File: src/rtl/seg7_scan_driver.sv
`default_nettype none
// ============================================================================
// Module   : seg7_scan_driver
// Purpose  : Time-multiplexed driver for a 4-digit common-anode 7-segment
//            display. Each digit gets a slot of SCAN_DIV clocks, and a frame
//            covers all four slots. Display inputs are captured into shadow
//            registers only at frame boundaries, so a frame never shows a mix
//            of old and new data.
// Revision : 1.0 - initial release
// ----------------------------------------------------------------------------
// Parameters
//   SCAN_DIV   clock cycles per digit slot (>= 2)
// Ports
//   clk        rising-edge clock
//   rst        synchronous active-high reset
//   hexs       four hex digits, digit i = hexs[4i+3:4i], digit 0 rightmost
//   points     decimal point request per digit (1 = lit)
//   LEs        per-digit blank request (1 = dark)
//   lzb        leading-zero blanking enable
//   AN         digit anodes, active-low, at most one low
//   SEGMENT    segments, active-low, [0]=a .. [6]=g, [7]=dp
//   frame_done one-cycle pulse at each frame boundary
// ============================================================================
module seg7_scan_driver #(
    parameter int SCAN_DIV = 50000
) (
    input  logic        clk,
    input  logic        rst,
    input  logic [15:0] hexs,
    input  logic [3:0]  points,
    input  logic [3:0]  LEs,
    input  logic        lzb,
    output logic [3:0]  AN,
    output logic [7:0]  SEGMENT,
    output logic        frame_done
);

    localparam int                c_PRESC_W   = (SCAN_DIV > 2) ? $clog2(SCAN_DIV) : 1;
    localparam logic [c_PRESC_W-1:0] c_PRESC_MAX = c_PRESC_W'(SCAN_DIV - 1);
    localparam logic [c_PRESC_W-1:0] c_PRESC_ONE = c_PRESC_W'(1);

    // ------------------------------------------------------------------------
    // Registers
    // ------------------------------------------------------------------------
    logic [c_PRESC_W-1:0] r_presc;
    logic [1:0]           r_idx;
    logic [15:0]          r_sh_hexs;
    logic [3:0]           r_sh_points;
    logic [3:0]           r_sh_les;
    logic                 r_sh_lzb;
    // Set during reset; marks the first cycle after release, in which the
    // shadow registers take their first load.
    logic                 r_init;
    logic                 r_frame_done;
    logic [3:0]           r_an;
    logic [7:0]           r_seg;

    // ------------------------------------------------------------------------
    // Scan timing
    // ------------------------------------------------------------------------
    logic w_tick;
    logic w_wrap;
    logic w_load;

    assign w_tick = (r_presc == c_PRESC_MAX);
    assign w_wrap = w_tick && (r_idx == 2'd3);
    assign w_load = r_init || w_wrap;

    // ------------------------------------------------------------------------
    // Decode source. In the very first cycle after reset the shadow registers
    // are still zero while being loaded, so the decoder looks straight at the
    // inputs; that keeps the first slot of digit 0 correct for its full length.
    // At any other time only the shadow copy is used.
    // ------------------------------------------------------------------------
    logic [15:0] w_src_hexs;
    logic [3:0]  w_src_points;
    logic [3:0]  w_src_les;
    logic        w_src_lzb;

    assign w_src_hexs   = r_init ? hexs   : r_sh_hexs;
    assign w_src_points = r_init ? points : r_sh_points;
    assign w_src_les    = r_init ? LEs    : r_sh_les;
    assign w_src_lzb    = r_init ? lzb    : r_sh_lzb;

    // ------------------------------------------------------------------------
    // Leading-zero detection. A digit counts as "empty" when its value is 0 and
    // its decimal point is off; LEs deliberately play no part here. Digit i is
    // a leading zero when it and every digit to its left are empty. Digit 0 is
    // never a leading zero so a value of all zeros still shows "0".
    // ------------------------------------------------------------------------
    logic [3:0] w_empty;
    logic [3:0] w_lz;

    generate
        for (genvar j = 0; j < 4; j++) begin : g_empty
            assign w_empty[j] = (w_src_hexs[4*j +: 4] == 4'h0) && !w_src_points[j];
        end

        for (genvar j = 0; j < 4; j++) begin : g_lz
            if (j == 3) begin : g_top
                assign w_lz[j] = w_empty[j];
            end else if (j == 0) begin : g_units
                assign w_lz[j] = 1'b0;
            end else begin : g_mid
                assign w_lz[j] = w_empty[j] && w_lz[j+1];
            end
        end
    endgenerate

    // ------------------------------------------------------------------------
    // Segment decode for the active digit
    // ------------------------------------------------------------------------
    function automatic logic [6:0] hex_to_seg(input logic [3:0] val);
        logic [6:0] seg;
        seg = 7'h7F;
        case (val)
            4'h0: seg = 7'h40;
            4'h1: seg = 7'h79;
            4'h2: seg = 7'h24;
            4'h3: seg = 7'h30;
            4'h4: seg = 7'h19;
            4'h5: seg = 7'h12;
            4'h6: seg = 7'h02;
            4'h7: seg = 7'h78;
            4'h8: seg = 7'h00;
            4'h9: seg = 7'h10;
            4'hA: seg = 7'h08;
            4'hB: seg = 7'h03;
            4'hC: seg = 7'h46;
            4'hD: seg = 7'h21;
            4'hE: seg = 7'h06;
            4'hF: seg = 7'h0E;
            default: seg = 7'h7F;
        endcase
        return seg;
    endfunction

    logic [3:0] w_digit;
    logic       w_blank;
    logic [3:0] w_an_nxt;
    logic [7:0] w_seg_nxt;

    assign w_digit = w_src_hexs[{r_idx, 2'b00} +: 4];
    assign w_blank = w_src_les[r_idx] || (w_src_lzb && w_lz[r_idx]);

    always_comb begin
        w_an_nxt  = 4'b1111;
        w_seg_nxt = 8'hFF;
        if (!w_blank) begin
            w_an_nxt[r_idx] = 1'b0;
            w_seg_nxt       = {~w_src_points[r_idx], hex_to_seg(w_digit)};
        end
    end

    // ------------------------------------------------------------------------
    // Sequential state
    // ------------------------------------------------------------------------
    always_ff @(posedge clk) begin
        if (rst) begin
            r_presc      <= '0;
            r_idx        <= 2'd0;
            r_sh_hexs    <= 16'h0000;
            r_sh_points  <= 4'h0;
            r_sh_les     <= 4'h0;
            r_sh_lzb     <= 1'b0;
            r_init       <= 1'b1;
            r_frame_done <= 1'b0;
            r_an         <= 4'b1111;
            r_seg        <= 8'hFF;
        end else begin
            r_presc <= w_tick ? '0 : (r_presc + c_PRESC_ONE);
            if (w_tick) begin
                r_idx <= r_idx + 2'd1;
            end
            if (w_load) begin
                r_sh_hexs   <= hexs;
                r_sh_points <= points;
                r_sh_les    <= LEs;
                r_sh_lzb    <= lzb;
            end
            r_init       <= 1'b0;
            // Pulses together with the shadow update and the return to digit 0.
            r_frame_done <= w_wrap;
            r_an         <= w_an_nxt;
            r_seg        <= w_seg_nxt;
        end
    end

    assign AN         = r_an;
    assign SEGMENT    = r_seg;
    assign frame_done = r_frame_done;

endmodule
`default_nettype wire

File: config.mk
export PLATFORM = sky130hd
export DESIGN_NAME = seg7_scan_driver
export DESIGN_NICKNAME = d
export VERILOG_FILES = /design/src/rtl/seg7_scan_driver.sv
export SDC_FILE = /design/constraint.sdc
export NUM_CORES = 1
export LEC_CHECK = 0
export CORE_MARGIN = 4
export CORE_UTILIZATION = 49
export CTS_CLUSTER_SIZE = 28
export DETAILED_ROUTE_END_ITERATION = 10
export GPL_TIMING_DRIVEN = 0
export PLACE_DENSITY = 0.8
export SLEW_MARGIN = 5
export SYNTH_ARGS = -nofsm -noshare
export SYNTH_HDL_FRONTEND = slang
export SYNTH_SLANG_ARGS = --single-unit
File: constraint.sdc
create_clock -name clk -period 2.15 [get_ports clk]
set_input_delay 0.215 -clock clk [delete_from_list [all_inputs] [get_ports clk]]
set_output_delay 0.215 -clock clk [all_outputs]
set_load 0.02 [all_outputs]
# Word-level counts from Yosys, hierarchy flattened
# Memories as Yosys holds them, arrays and structs flattened. A register that Yosys moved wholly into a read port is not among the register bits.
# Cells that the tools add are included.
# classes
addsub	2
magnitude_cmp	2
eq_ne	2
shifts	1
muxes	13
bitwise	2
n_reduce_logical	18
# ops
op	n
adder 16 x 1 -> 16 bit, second input constant	1
== test 16 bit, second input constant	1
2-to-1 mux 16 bit	1
indexed part select 16 x 5 -> 4 bit	1
logical NOT 4 bit	3
logical AND 1 bit	8
2-to-1 mux 4 bit	2
binary-select mux 1 bit (select 2 bit)	3
2-to-1 mux 1 bit	6
inverter 4 bit	1
OR reduction 2 bit	2
logical NOT 1 bit	3
less-than comparator 2 x 3 -> 1 bit, second input constant	1
adder 2 x 1 -> 2 bit, second input constant	1
demux 1 bit (select 2 bit)	1
== test 2 bit, second input constant	1
greater-or-equal comparator 2 x 1 -> 1 bit, second input constant	1
logical OR 1 bit	2
inverter 1 bit	1
# totals
regBits	57
rom_bits	112
output_inout_bits	13
elab_cells	51
mem_count	1
# mem_list
name	words	width	read_ports	rd_ports_with_merged_regs	wr	line_no	text
(no name shown)	16	7	1	1	0	116	case (val)

# Longest topological paths before layout
# Gate-level depths: netlist of the first run.
# logic_depth
word_depth	10
mapped_depth	10

# Worst setup path after synthesis of the first run
# OpenSTA, ideal clock, no wires.
# synth_timing
kind	register to register
startpoint	register r_init
endpoint	register r_seg[6] (netlist: SEGMENT[6])
setup_ns	0.123
arrival_time_ns	2.283
required_time_ns	2.027
setup_slack_ns	-0.256
path_stages_with_launch	10
n_path_buf	2
period_less_slack_ns	2.406
cell_sequence	dfxtp_1 buf_6 buf_6 mux4_1 mux2i_1 inv_1 ha_1 mux2_2 a22oi_1 nand3_1
# synth_between
elab_chain_len	10
word_cells_on_any_way	23
# synth_rtl
item	line_no	text
start, declared	53	logic r_init;
start signal, assigned	166	r_init <= 1'b1;
start signal, assigned	181	r_init <= 1'b0;
2-to-1 mux 16 bit or 2-to-1 mux 4 bit (tied branches)	80, 81	
logical NOT 4 bit or logical NOT 1 bit (tied branches)	96	assign w_empty[j] = (w_src_hexs[4*j +: 4] == 4'h0) && !w_src_points[j];
logical AND 1 bit	96	
logical AND 1 bit (2 in series)	105	assign w_lz[j] = w_empty[j] && w_lz[j+1];
binary-select mux 1 bit (select 2 bit)	144	assign w_blank = w_src_les[r_idx] || (w_src_lzb && w_lz[r_idx]);
2-to-1 mux 1 bit (not written as such)	144	
logical AND 1 bit	144	
logical OR 1 bit	144	
OR reduction 2 bit (no source line)	n/a	
end, declared	56	logic [7:0] r_seg;
# Several ways; a longest one is shown, not always the timed one. The select of a mux whose other input is x is not followed.
# A chain may end at the register's enable or synchronous reset.

# Worst setup path in the final report of the first run
# layout_timing
startpoint	register r_init
endpoint	register r_seg[3] (netlist: SEGMENT[3])
# Same word-level chain as after synthesis.

==> results of run 1 <==
## through the flow
stage	instance area, sq um	TNS (ns)
floorplan	2894	-0.008398
global placement	3374	-0.6320
detailed placement	3374	-0.7603
CTS	3719	0
global route	3742	-0.3621
finish	3742	-0.04234
## cell families (layout without fill, tap and decap cells)
kind of cell / count (synthesis) / count (layout) / synth area share, %
multiplexers: 53 / 53 / 23.58
buffers and inverters: 23 / 94 / 4.915
AND/OR/NAND/NOR: 105 / 105 / 18.14
XOR/XNOR: 15 / 15 / 4.567
flip-flops: 57 / 57 / 39.67
adder cells (fa/ha/maj): 11 / 11 / 4.785
AO/OA/AOI/OAI: 13 / 13 / 4.350
## power by group through the flow
stage	combinational, mW	clock [mW]	sequential (mW)
after detailed placement	0.382	0	1.16
after global placement	0.372	0	1.15
after floorplan	0.226	0	1.17
after global routing	0.466	0.947	1.14
after CTS	0.425	0.908	1.13
final	0.434	0.888	1.13
## worst reg2reg max path: cells and delay by family, from the launching register on
kind | cells | cell delay, ns
muxes | 4 | 1.12
buffers and inverters | 3 | 0.34
DFF | 1 | 0.32
adders and majority gates | 1 | 0.20
and+or+nand+nor | 1 | 0.08
## area by class of cell
cell class / instances / area, sq um / share of cell area, %
clock buffer: 13 / 158.9 / 4.246
timing repair buffer: 56 / 546.8 / 14.61
sequential: 57 / 1142 / 30.53
inverter: 8 / 32.53 / 0.8693
clock inverter: 3 / 15.01 / 0.4012
tap: 72 / 90.09 / 2.407
buffer: 14 / 122.6 / 3.277
multi-input combinational: 197 / 1634 / 43.66
## metal layers
metal	wire length, um	share of wire [%]	up-vias
li1	-	-	1104
met1	2831	44	1072
met2	2972	47	66
met3	332	5.2	15
met4	233	3.7	0
met5	0	0	-
## flip-flops by register name (all words and copies together), names as in the netlist, 2 cells and up
| signal | count |
|---|---|
| r_idx | 2 |
| r_presc | 16 |
| r_sh_les | 4 |
| r_sh_hexs | 16 |
| SEGMENT | 8 |
| r_sh_points | 4 |
| AN | 4 |
## worst min-delay path by stage
stage,start,end
6_report,rst,r_init
5_1_grt,rst,r_init
4_1_cts,rst,r_init
3_5_place_dp,r_presc[0],r_presc[0]
3_3_place_gp,r_presc[0],r_presc[0]
2_1_floorplan,rst,r_init
## cells in the final DEF, fill, tap and decap left out, drive strengths merged, types with 10 or more instances in the layout
master / synthesis / final
buf: 10 / 24
clkbuf: 5 / 19
dfxtp: 57 / 57
mux2i: 41 / 41
nand3: 19 / 19
clkdlybuf4s50: 0 / 39
nor2: 49 / 49
mux4: 10 / 10
ha: 11 / 11
## repair_timing
item                       in CTS  in global routing
resized for setup               6                  6
buffers inserted               15                  1
gates cloned                    1                  0
setup endpoints to repair       9                 21
pin swaps                       4                  1
==> qor.txt, run 1 <==
Outcome - finished, violations left
Violated checks - setup timing
Critical path depth - 9
WL/cell - 15.17 um
1st-pass router iterations - 4
Final Hold Viols - 0
Final setup viols - 3
Yosys reg bits - 57
RR Endpoint - SEGMENT[3]
Switching share of power - 25.80%
Final design utilization - 66.73%
Crit path max-delay family - multiplexers
Met2 GRT Util - 29.25%
Static leakage - 1.556 nW
Fin nets - 381
Period utilisation layout - 101.1%
Die extent in x - 84.62 um
Main synth FF type - dfxtp_1
Share of the synthesized area in the top cell type - 39.67%
Most Crowded Layer GR - met2
Synth warn - 0
Initial antenna violation count - 0
CP Cell Sequence - buf_6, buf_12, mux4_2, mux2i_4, inv_2, ha_2, mux2_4, mux2i_1, nand3_1
Pins Over Slew Limit - 0
Gate power share - 17.7%
Cts bufs inserted - 9
Clock root buffer - clkbuf_8
Mapped cell area - 2877 sq um
WP buf/inv - 3
Final worst slack - -0.02370 ns
Hold Path Class - in2reg
Post-synth EDFFs - 0
WP data arrival - 2.40 ns
Min Hold Slack - 0.4633 ns
Post-Layout Cell Count - 420
Worst reg-to-reg setup slack - -0.02 ns
Seq/Total Area, Yosys - 39.67%
Slowest CP cell - mux4_2
Critical Path Start - r_init
Most frequent cell after synthesis - dfxtp_1
Via-to-Cell Ratio - 5.374
Worst VDD drop - 382.1 uV
Required time of the worst setup path - 2.38 ns
Reg2reg start - r_init
Die area - 7161 sq um
CTS Hold Bufs - 0
Max cap viols - 0
Relative slew margins - 65.15%
Peak Freq - 460.0 MHz
Worst-path clk slew - 0.06 ns
Htree depth - 3
Initial Utilization - 51.29%
Layout cells sized above 1 - 20.69%
Top-Level Pins - 40
Clock Skew - 0.005949 ns
Pwr/cell area - 656.4 nW/um^2
Crit path max fanout - 6
First-pass GRT wire length - 10,230 um
Syn-to-layout area delta - 30.10%
Final ANT Viol Nets - 0
CTS tree - done
CTS Sinks - 57
Final critical-path required period - 2.174 ns
CTS max path bufs - 2
Routed wire length - 6370 um
Yosys cell types - 44
Syn Nets - 315
Met3 Use GR - 3.925%
IO buf count - 39
Post-route DRC - 0
DRT iter0 DRCs - 62
Sequential Power Share - 46.2%
RSZ-0062 raised after global routing - yes
Die Y - 84.62 um
Worst reg2reg path depth - 9
Setup CP Type - reg2reg
Fill count - 450
Placer Congestion - 0.8478
Number of global-route vias before repair - 2,163
CP endpoint - SEGMENT[3]
Syn Inst Count - 277
Placed cell count - 388
Clock power share - 36.2%
Largest net degree at the start of global routing - 11
Area contributors post-synth - dfxtp_1 (40%), mux2i_1 (14%), mux4_2 (7.0%), nor2_1 (6.4%), ha_1 (4.8%)
Met1 Use GR - 22.26%
Internal power - 1.823 mW
Slowest cell delay on critical path - 0.52 ns
Core area - 5608 sq um
Placement Setup Slack - -0.2004 ns
Clk_lat worst skew - 0.34 ns
Post-synth top cells - dfxtp_1 (57), nor2_1 (49), mux2i_1 (40), nand3_1 (19), ha_1 (11)
Area leader, netlist - dfxtp_1
Global-route usage over all layers - 18.47%
Actual slew at the worst max-slew pin - 0.5228 ns
Async set or reset register ratio after synthesis - 0%
DP HPWL - 4437 um
Startpoint types - flip-flop
# diodes - 0
Syn_area_per_cell - 10.38 sq um
Number of vias in the routed layout - 2,257
Switch Pwr - 0.6337 mW
Grt ovf - 0
Total power - 2.456 mW
Hold Crit Depth - 1
CP Capture Type - flip-flop
# rows - 27
(Power assumes the default switching activity.)
==> run 2, diff against run 1 <==
- CORE_UTILIZATION: 49 -> 59
- PLACE_DENSITY: 0.8 -> 0.89
- clock period: 2.15 -> 2.6 ns (I/O delays scaled with it)
==> run 2 against run 1 <==
The flow now finishes without violations. Global-route usage rose by 3.4 points. Fmax fell by 10%. Utilization rose by 8.9 points. Sequential share of layout area rose by 1.4 points. Hold slack improved by 0.010 ns. Wire length fell by 6.3%. Critical path depth did not move. Combinational power fell by 27%. Highest routed layer unchanged.
==> qor.txt, run 2 (synthesis results as in run 1) <==
Pins Over Slew Limit - 0
CTS tree - done
DP HPWL - 4363 um
# rows - 25
CTS Sinks - 57
Grt ovf - 0
Routed wire length - 5966 um
CP Capture Type - flip-flop
Largest net degree at the start of global routing - 11
Global-route usage over all layers - 21.84%
Worst VDD drop - 479.1 uV
Critical Path Start - r_init
Final critical-path required period - 2.428 ns
Final setup viols - 0
Clock root buffer - clkbuf_8
DRT iter0 DRCs - 120
Origin of the worst min-delay path - r_presc[0]
# diodes - 0
Number of vias in the routed layout - 2,214
Die extent in x - 77.83 um
Final ANT Viol Nets - 0
Final Hold Viols - 0
Syn-to-layout area delta - 24.14%
RSZ-0062 raised after global routing - no
Clk_lat worst skew - 0.33 ns
Worst-path clk slew - 0.07 ns
Die Y - 77.83 um
Post-Layout Cell Count - 402
Peak Freq - 411.9 MHz
Clock Skew - 0.01234 ns
Placer Congestion - 0.8720
CTS max path bufs - 2
WP data arrival - 2.63 ns
Startpoint types - flip-flop
Hold Path Class - reg2reg
Initial antenna violation count - 0
Period utilisation layout - 93.37%
Outcome - complete, no violations
Post-route DRC - 0
Min Hold Slack - 0.4736 ns
WL/cell - 14.84 um
Placed cell count - 383
Core area - 4723 sq um
Crit path max fanout - 10
Most frequent cells in the layout - dfxtp_1 (57), nor2_1 (49), mux2i_1 (39), clkdlybuf4s50_1 (39), nand3_1 (19)
Htree depth - 3
Layout cells sized above 1 - 14.33%
IO buf count - 39
CTS Hold Bufs - 0
Via-to-Cell Ratio - 5.507
Static leakage - 1.481 nW
Reg2reg start - r_init
Fin nets - 368
Cts bufs inserted - 9
Die area - 6057 sq um
1st-pass router iterations - 4
Pwr/cell area - 575.0 nW/um^2
Max cap viols - 0
Top-Level Pins - 40
First-pass GRT wire length - 10,340 um
Required time of the worst setup path - 2.81 ns
Actual slew at the worst max-slew pin - 0.5067 ns
Setup CP Type - reg2reg
Relative slew margins - 66.22%
Most common cell after layout, fill and taps aside - dfxtp_1
Initial Utilization - 60.90%
Number of global-route vias before repair - 2,294
run 2: metal layers:
layer / share of wire (%) / vias to the layer above / track usage [%]
met4: 2.7 / 0 / 12.46
met3: 5.0 / 14 / 5.800
met5: 0 / - / 0
met2: 48 / 70 / 36.04
met1: 44 / 1052 / 25.46
li1: - / 1078 / -
run 2: repair_timing:
| item | 4_1_cts | 5_1_grt |
|---|---|---|
| cloned | 0 | 0 |
| buffers inserted | 0 | 3 |
| endpoints found under the setup margin | 6 | 3 |
| resized for setup | 2 | 1 |
run 2: path summary, 6_finish.rpt:
| path | endpoint | slack, ns | depth (start not counted) |
|---|---|---|---|
| hold reg to reg | r_presc[0] | 0.47 | 1 |
| hold / removal | r_presc[0] | 0.47 | 1 |
| setup / recovery | SEGMENT[6] | 0.17 | 9 |
| setup reg to reg | SEGMENT[6] | 0.17 | 9 |
run 2: cell type report:
cell class | count | area [sq um]
Multi-Input combinational cell | 197 | 1603
Fill cell | 310 | 1152
Sequential cell | 57 | 1141
Timing Repair Buffer | 42 | 412.9
Clock buffer | 13 | 148.9
Buffer | 15 | 108.9
Tap cell | 67 | 83.83
Clock inverter | 3 | 40.04
Inverter | 8 | 32.53
run 2: power breakdown:
group / total, mW / internal, mW / switching [mW] / leakage [nW]
Sequential: 0.937 / 0.915 / 0.0214 / 0.468
Combinational: 0.317 / 0.171 / 0.146 / 0.916
Clock: 0.799 / 0.467 / 0.333 / 0.0974
run 2: worst max-delay path, stage by stage (launching register included):
cell	delay, ns
dfxtp_1	0.35
buf_6	0.16
buf_6	0.19
mux4_2	0.55
mux2i_4	0.21
inv_1	0.11
ha_1	0.23
mux2_2	0.27
a22oi_1	0.14
nand3_1	0.10
run 2: through the flow:
stage / area [sq um] / power (mW) / worst slack (ns) / setup TNS (ns) / utilization, %
finish: 3571 / 2.053 / 0.1723 / 0 / 75.60
global route: 3571 / 2.139 / 0.03107 / 0 / 75.60
CTS: 3552 / 2.056 / 0.02868 / 0 / 75.21
detailed placement: 3351 / 1.264 / -0.2149 / -0.6218 / 70.94
global placement: 3351 / 1.255 / -0.1398 / -0.3167 / 70.94
floorplan: 2877 / 1.151 / 0.1944 / 0 / -
==> run 3, diff against run 2 <==
- SLEW_MARGIN: 5 -> 20
==> results of run 3 <==
The final DEF is identical to that of run 2; final timing and power are the same.
